## src/rtl/mlp_pkg.sv

```systemverilog
// Shared constants and types for the MLP accelerator stream loader.
package mlp_pkg;

  localparam int DATA_W     = 32;
  localparam int IF_WORDS   = 16;
  localparam int W_WORDS    = 1024;
  localparam int B_WORDS    = 64;
  localparam int STREAM_LEN = IF_WORDS + W_WORDS + B_WORDS;

  typedef enum logic [2:0] {
    ST_IDLE,
    ST_WAIT_IDLE,
    ST_RDY,
    ST_STREAM,
    ST_DRAIN,
    ST_FIN
  } state_e;

  typedef enum logic {
    MODE_INDEP = 1'b0,
    MODE_CHAIN = 1'b1
  } mode_e;

endpackage

```

## src/rtl/top_stream_loader_if.sv

```systemverilog
// Stream handshake between the loader and the Top accelerator.
interface top_stream_loader_if;
  logic                        ready;
  logic                        i_en;
  logic [mlp_pkg::DATA_W-1:0]  data_in;
  logic                        valid;
  logic [mlp_pkg::DATA_W-1:0]  ofmap;

  modport master (output ready, i_en, data_in, input valid, ofmap);
  modport slave  (input ready, i_en, data_in, output valid, ofmap);
endinterface

```

## src/rtl/ofmap_capture_buf.sv

```systemverilog
// Pass-0 ofmap holding buffer: one write port, one registered read port.
module ofmap_capture_buf #(
  parameter int DEPTH  = 64,
  parameter int DATA_W = 32,
  parameter int AW     = $clog2(DEPTH)
) (
  input  logic              clk,
  input  logic              rst,
  input  logic              we,
  input  logic [AW-1:0]     waddr,
  input  logic [DATA_W-1:0] wdata,
  input  logic              re,
  input  logic [AW-1:0]     raddr,
  output logic [DATA_W-1:0] rdata
);

  logic [DATA_W-1:0] mem [DEPTH];

  always_ff @(posedge clk) begin
    if (we) mem[waddr] <= wdata;
  end

  always_ff @(posedge clk or negedge rst) begin
    if (!rst)    rdata <= '0;
    else if (re) rdata <= mem[raddr];
  end

endmodule

```

## src/rtl/top_stream_loader.sv

```systemverilog
// Two-pass DMA sequencer: streams ifmap/weight/bias words into Top and writes
// the ofmap results back; in chained mode pass-0 results become pass-1 bias.
module top_stream_loader #(
  parameter int IF_WORDS = mlp_pkg::IF_WORDS,
  parameter int W_WORDS  = mlp_pkg::W_WORDS,
  parameter int B_WORDS  = mlp_pkg::B_WORDS,
  parameter int PASSES   = 2,
  parameter int ADDR_W   = 12
) (
  input  logic                clk,
  input  logic                rst,
  input  logic                start,
  input  logic                mode,
  output logic                busy,
  output logic                done,
  output logic                err,
  output logic                src_re,
  output logic [ADDR_W-1:0]   src_addr,
  input  logic [31:0]         src_rdata,
  top_stream_loader_if.master acc,
  output logic                wb_we,
  output logic [ADDR_W-1:0]   wb_addr,
  output logic [31:0]         wb_data
);
  import mlp_pkg::*;

  localparam int SW    = IF_WORDS + W_WORDS + B_WORDS;
  localparam int BIAS0 = IF_WORDS + W_WORDS;
  localparam int WC_W  = $clog2(SW + 1);
  localparam int RC_W  = $clog2(B_WORDS + 1);
  localparam int PC_W  = (PASSES > 1) ? $clog2(PASSES) : 1;
  localparam int BA_W  = $clog2(B_WORDS);

  state_e              state, state_nxt;
  mode_e               mode_q;
  logic [WC_W-1:0]     wc;
  logic [RC_W-1:0]     rc;
  logic [PC_W-1:0]     pc;
  logic [ADDR_W-1:0]   src_base, wb_base;
  logic                vld_p0, buf_sel_p0;
  logic [DATA_W-1:0]   buf_rdata;
  logic [BA_W-1:0]     buf_raddr, buf_waddr;
  logic                accept, issue, in_bias, chained_p1, to_buf, buf_rd;
  logic                cap_win, cap_fire, rc_full, pass_done, last_word, last_pass, err_evt;

  assign accept     = (state == ST_IDLE) && start;
  assign issue      = (state == ST_RDY) || (state == ST_STREAM);
  assign last_word  = (wc == WC_W'(SW - 1));
  assign last_pass  = (pc == PC_W'(PASSES - 1));
  assign in_bias    = (wc >= WC_W'(BIAS0));
  assign chained_p1 = (mode_q == MODE_CHAIN) && (pc != '0);
  assign to_buf     = (mode_q == MODE_CHAIN) && (pc == '0);
  assign buf_rd     = issue && chained_p1 && in_bias;
  assign buf_raddr  = BA_W'(wc - WC_W'(BIAS0));
  assign buf_waddr  = BA_W'(rc);

  // Results are only legal while the pass is streaming or draining.
  assign cap_win    = (state == ST_STREAM) || (state == ST_DRAIN);
  assign rc_full    = (rc == RC_W'(B_WORDS));
  assign cap_fire   = acc.valid && cap_win && !rc_full;
  assign err_evt    = acc.valid && (!cap_win || rc_full);
  // Look ahead by one capture so done lands the cycle after the last result.
  assign pass_done  = rc_full || (cap_fire && (rc == RC_W'(B_WORDS - 1)));

  always_ff @(posedge clk or negedge rst) begin
    if (!rst) state <= ST_IDLE;
    else      state <= state_nxt;
  end

  always_comb begin
    state_nxt = state;
    case (state)
      ST_IDLE:      if (start)      state_nxt = ST_WAIT_IDLE;
      ST_WAIT_IDLE: if (!acc.valid) state_nxt = ST_RDY;
      ST_RDY:                       state_nxt = ST_STREAM;
      ST_STREAM:    if (last_word)  state_nxt = ST_DRAIN;
      ST_DRAIN:     if (pass_done)  state_nxt = last_pass ? ST_FIN : ST_WAIT_IDLE;
      ST_FIN:                       state_nxt = ST_IDLE;
      default:                      state_nxt = ST_IDLE;
    endcase
  end

  always_comb begin
    busy      = (state != ST_IDLE) && (state != ST_FIN);
    done      = (state == ST_FIN);
    acc.ready = (state == ST_RDY);
    src_re    = issue && !buf_rd;
    src_addr  = '0;
    if (src_re) src_addr = src_base + ADDR_W'(wc);
  end

  always_ff @(posedge clk or negedge rst) begin
    if (!rst) begin
      wc       <= '0;
      rc       <= '0;
      pc       <= '0;
      mode_q   <= MODE_INDEP;
      src_base <= '0;
      wb_base  <= '0;
      err      <= 1'b0;
    end else begin
      if (accept) begin
        wc       <= '0;
        rc       <= '0;
        pc       <= '0;
        mode_q   <= mode_e'(mode);
        src_base <= '0;
        wb_base  <= '0;
      end else begin
        if (issue)    wc <= wc + WC_W'(1);
        if (cap_fire) rc <= rc + RC_W'(1);
        if ((state == ST_DRAIN) && pass_done) begin
          wc       <= '0;
          rc       <= '0;
          pc       <= pc + PC_W'(1);
          src_base <= src_base + ADDR_W'(SW);
          wb_base  <= wb_base + ADDR_W'(B_WORDS);
        end
      end
      err <= (accept ? 1'b0 : err) | err_evt;
    end
  end

  // ---- p0: read-return stage aligned with SRAM latency ----
  always_ff @(posedge clk or negedge rst) begin
    if (!rst) begin
      vld_p0     <= 1'b0;
      buf_sel_p0 <= 1'b0;
    end else begin
      vld_p0     <= issue;
      buf_sel_p0 <= buf_rd;
    end
  end

  assign acc.i_en    = vld_p0;
  assign acc.data_in = !vld_p0 ? '0 : (buf_sel_p0 ? buf_rdata : src_rdata);

  assign wb_we   = cap_fire && !to_buf;
  assign wb_addr = wb_we ? (wb_base + ADDR_W'(rc)) : '0;
  assign wb_data = wb_we ? acc.ofmap : '0;

  ofmap_capture_buf #(
    .DEPTH  (B_WORDS),
    .DATA_W (DATA_W)
  ) u_capture_buf (
    .clk   (clk),
    .rst   (rst),
    .we    (cap_fire && to_buf),
    .waddr (buf_waddr),
    .wdata (acc.ofmap),
    .re    (buf_rd),
    .raddr (buf_raddr),
    .rdata (buf_rdata)
  );

endmodule

```

## src/flat_wrapper.sv

```systemverilog
// flat-port wrapper written by rule: the top's interface ports become plain ports
module top_stream_loader_flat import mlp_pkg::*;
#(
  parameter int IF_WORDS = mlp_pkg::IF_WORDS,
  parameter int W_WORDS  = mlp_pkg::W_WORDS,
  parameter int B_WORDS  = mlp_pkg::B_WORDS,
  parameter int PASSES   = 2,
  parameter int ADDR_W   = 12
)
  (clk, rst, start, mode, busy, done, err, src_re, src_addr, src_rdata, wb_we, wb_addr, wb_data, acc_ready, acc_i_en, acc_data_in, acc_valid, acc_ofmap);
  top_stream_loader_if acc_i ();
  input  logic clk;
  input  logic rst;
  input  logic start;
  input  logic mode;
  output logic busy;
  output logic done;
  output logic err;
  output logic src_re;
  output logic [ADDR_W-1:0] src_addr;
  input  logic [31:0] src_rdata;
  output logic wb_we;
  output logic [ADDR_W-1:0] wb_addr;
  output logic [31:0] wb_data;
  output wire logic [$bits(acc_i.ready)-1:0] acc_ready;
  output wire logic [$bits(acc_i.i_en)-1:0] acc_i_en;
  output wire logic [$bits(acc_i.data_in)-1:0] acc_data_in;
  input wire logic [$bits(acc_i.valid)-1:0] acc_valid;
  input wire logic [$bits(acc_i.ofmap)-1:0] acc_ofmap;
  assign acc_ready = acc_i.ready;
  assign acc_i_en = acc_i.i_en;
  assign acc_data_in = acc_i.data_in;
  assign acc_i.valid = acc_valid;
  assign acc_i.ofmap = acc_ofmap;
  top_stream_loader #(.IF_WORDS(IF_WORDS), .W_WORDS(W_WORDS), .B_WORDS(B_WORDS), .PASSES(PASSES), .ADDR_W(ADDR_W)) u_core (.clk(clk), .rst(rst), .start(start), .mode(mode), .busy(busy), .done(done), .err(err), .src_re(src_re), .src_addr(src_addr), .src_rdata(src_rdata), .acc(acc_i), .wb_we(wb_we), .wb_addr(wb_addr), .wb_data(wb_data));
endmodule
```

## config.mk

```make
export PLATFORM = sky130hd
export DESIGN_NAME = top_stream_loader_flat
export DESIGN_NICKNAME = d
export VERILOG_FILES = /design/src/rtl/mlp_pkg.sv /design/src/rtl/top_stream_loader_if.sv /design/src/rtl/ofmap_capture_buf.sv /design/src/rtl/top_stream_loader.sv /design/src/flat_wrapper.sv
export SDC_FILE = /design/constraint.sdc
export NUM_CORES = 2
export LEC_CHECK = 0
export ABC_AREA = 0
export CORE_MARGIN = 2
export CORE_UTILIZATION = 50
export CTS_CLUSTER_SIZE = 14
export DETAILED_ROUTE_END_ITERATION = 10
export PLACE_DENSITY = 0.67
export SYNTH_ARGS = -nofsm -noshare
export SYNTH_HDL_FRONTEND = slang
export SYNTH_HIERARCHICAL = 1
export SYNTH_SLANG_ARGS = --single-unit
```

## constraint.sdc

```tcl
create_clock -name clk -period 4.5 [get_ports clk]
set_input_delay 0.9 -clock clk [delete_from_list [all_inputs] [get_ports clk]]
set_output_delay 0.9 -clock clk [all_outputs]
set_load 0.01 [all_outputs]
```

==> run summary <==
Final setup viols: 0
Root Driver: clkbuf_16
die area: 169,900 um^2
Clock transition at path regs: 0.06 ns
H-tree depth: 4
Clock Sinks: 2,120
Tmin final: 4.279 ns
Synth Area in Compound Gates: 2.892%
nets: 4,664
Power per Cell Area: 562.5 nW/um^2
mux contribution to synthesized area: 15.12%
Slew headroom: 14.11%
hold crit path type: input pin to async pin
CTS Hold Bufs: 0
setup TNS: 0 ns
cts bufs inserted: 201
Async S/R FF share, synth: 3.396%
CTS tree: yes
main combinational cell family by area after synthesis: multiplexers
Clock Path Buffers: 3
worst hold slack: 0.1436 ns
Worst Tran Pin Value: 1.277 ns
vias post-DR: 43,540
XOR/XNOR share of the synthesized area: 0.2733%
CP arrival: 3.38 ns
worst skew pair latency: 0.83 ns
Non-Filler Instances: 6,937
vias in the first global route: 42,110
Post-synth top flop: edfxtp_1
leakage: 0.03119 uW
period utilisation layout: 95.08%
Adder-Cell Fraction of Synth Area: 0.2553%
Worst Path Required: 3.60 ns
Ys Warns: 6
syn avg cell area: 19.60 um^2
port bufs: 163
Setup crit start kind: flop
commonest non-fill, non-tap cell in the layout: edfxtp_1
initial antenna violation count: 28
Internal: 37,020 uW
largest area contributor in the netlist: edfxtp_1
crit-path max FO: 10
fraction of layout cells with a size suffix above 1: 22.01%
Distinct cells, synth: 60
Post-route DRC: 0
FILL cells: 12,110
drt initial violations: 5,860
first-pass iteration count of the detailed router: 6
synthesized netlist cell count: 4,251
Simple-Gate Fraction of Synth Area: 3.958%
Initial Utilization: 50.45%
crit path kind: flop to output port
Chip Width: 412.2 um
switch share: 31.05%
Cell Area, Synth: 83,320 um^2
Max-Cap Viols: 0
pin count of the biggest net entering global routing: 134
RSZ-0062 raised after global routing: no
HPWL after detailed placement: 140,500 um
Setup Skew: 0.02408 ns
Vias per Instance: 6.277
area grow syn2layout: 14.56%
register area share after synthesis: 75.97%
Tot Pwr: 53,690 uW
Gate power share: 28.3%
top cell type's share of synthesized area: 73.81%
VDD IR max: 637.2 uV
P_sw: 16,670 uW
final core occ: 57.79%
part of the power in registers: 41.4%
Final ANT Viol Nets: 0
flop and latch count out of synthesis: 2,120
Congestion Overflow GR: 0
outcome: finished clean
Synth area leaders: edfxtp_1 74%, mux4_2 9.5%, mux2i_1 4.3%, dfrtp_1 2.2%, mux2_2 1.3%
gpl congestion: 0.9311
first-pass GRT wire length: 319,100 um
Worst setup EP type: output port
final wirelength: 225,900 um
num ports: 164
Fmax achieved: 0.2337 GHz
commonest cells after routing, fill and taps aside: 2,048 x edfxtp_1, 356 x mux2i_1, 353 x mux4_2
Register Area: 63,310 um^2
number of synthesized flops with an enable pin: 2,048
final hold vios: 0
average wire per standard cell: 32.57 um
CORE AREA: 165,200 um^2
Clock power frac: 30.3%
max-slew violations: 0
Placed Cells: 6,564
post-synthesis net count: 4,337
multi-input logic area: 19,280 um^2
GRT Overall Usage: 26.72%
cell row count: 149
die height: 412.2 um
==> power by group through the flow <==
stage	clock network, uW	logic [uW]	registers [uW]
after floorplan	0	9730	22400
after global placement	0	15200	22600
after detailed placement	0	15200	22600
after CTS	16500	15300	22200
after global routing	17200	15900	22200
final	16300	15200	22200
==> synthesized netlist by cell type (4+ instances only) <==
library cell,count
buf_2,84
xnor2_1,12
mux2_2,95
nand3b_1,5
a211oi_1,62
nand3_1,20
o32ai_1,31
nand2b_1,9
dfrtp_1,72
a21oi_1,112
nor2_1,268
buf_1,15
nor2b_1,133
or3_1,10
nand4_1,14
buf_4,18
o22ai_1,99
nor3_1,7
xor2_1,14
edfxtp_1,2048
clkbuf_1,107
and2_1,34
mux4_2,353
buf_6,19
and3_1,10
inv_1,10
ha_1,17
nand2_1,71
mux2i_1,356
nor4_1,62
o31ai_1,4
o221ai_1,33
o21ai_0,10
==> metal layers <==
metal	global-route usage [%]	part of all wire [%]
met5	0	0.035
met4	11.20	4.5
met3	4.440	8.8
met2	41.52	47
met1	37.85	40
==> registers in the layout, summed over array words and instances (netlist names) <==
name and count:
u_core/state 3, u_core/u_capture_buf/mem 2048, u_core/acc.i_en 1, u_core/err 1
u_core/rc 7, u_core/wb_base 6, u_core/wc 11, u_core/mode_q 1
u_core/last_pass 1, u_core/src_base 8, u_core/buf_sel_p0 1, u_core/u_capture_buf/rdata 32
==> cell type report <==
cell class,count,area share [%]
Sequential cell,2120,66.33
Multi-Input combinational cell,1875,20.19
Clock buffer,261,5.635
Timing Repair Buffer,368,3.924
Tap cell,2189,2.869
Clock inverter,108,0.9817
Inverter,12,0.06029
Antenna cell,4,0.01049
==> worst max-delay path: stages, from the launching register on <==
cell and delay [ns]:
dfrtp_1 0.47, inv_1 0.21, ha_1 0.24, nand2_1 0.06, o31ai_1 0.08, o2111ai_2 0.32
nand2_1 0.32, nor3_1 0.30, clkdlybuf4s50_1 0.57
==> kinds of logic (layout without fill, tap and decap cells) <==
family / count (synthesis) / count (layout)
buf+inv: 256 / 749
fa+ha+maj: 17 / 17
simple gates: 661 / 661
other cells: 0 / 4
flops: 2120 / 2120
compound gates: 366 / 366
xor+xnor: 26 / 26
mux: 805 / 805
==> stage by stage <==
stage / setup slack, ns / area, um^2
after CTS: 0.1093 / 95450
final: 0.2214 / 95460
after global placement: 0.5096 / 89120
after floorplan: 0.5504 / 83330
after global routing: 0.03211 / 95450
after detailed placement: 0.3966 / 89120
==> path summary, 6_finish.rpt <==
| check | from | to | cells past startpoint | slack (ns) |
|---|---|---|---|---|
| min in group clk | acc_ofmap[8] | u_core/u_capture_buf/mem[13][8]$_DFFE_PP_ | 1 | 0.39 |
| max in group asynchronous | rst | u_core/wc[2]$_DFFE_PN0P_ | 2 | 3.42 |
| worst min-delay path | rst | u_core/err$_DFF_PN0_ | 1 | 0.14 |
| worst min register to register | u_core/src_base[11]$_DFFE_PN0P_ | u_core/src_base[11]$_DFFE_PN0P_ | 1 | 0.50 |
| worst max register to register | u_core/wc[5]$_DFFE_PN0P_ | u_core/u_capture_buf/rdata[25]$_DFFE_PN0P_ | 10 | 0.75 |
| worst max-delay path | u_core/wc[5]$_DFFE_PN0P_ | src_addr[7] | 8 | 0.22 |
==> repair_timing <==
| action | CTS | global route |
|---|---|---|
| endpoints found under the setup margin | 37 | 15 |
| resized for setup | 2 | 1 |
| buffers inserted | 0 | 0 |
| pin swaps | 0 | 0 |
Note: power is estimated with default switching activity, not from simulation.
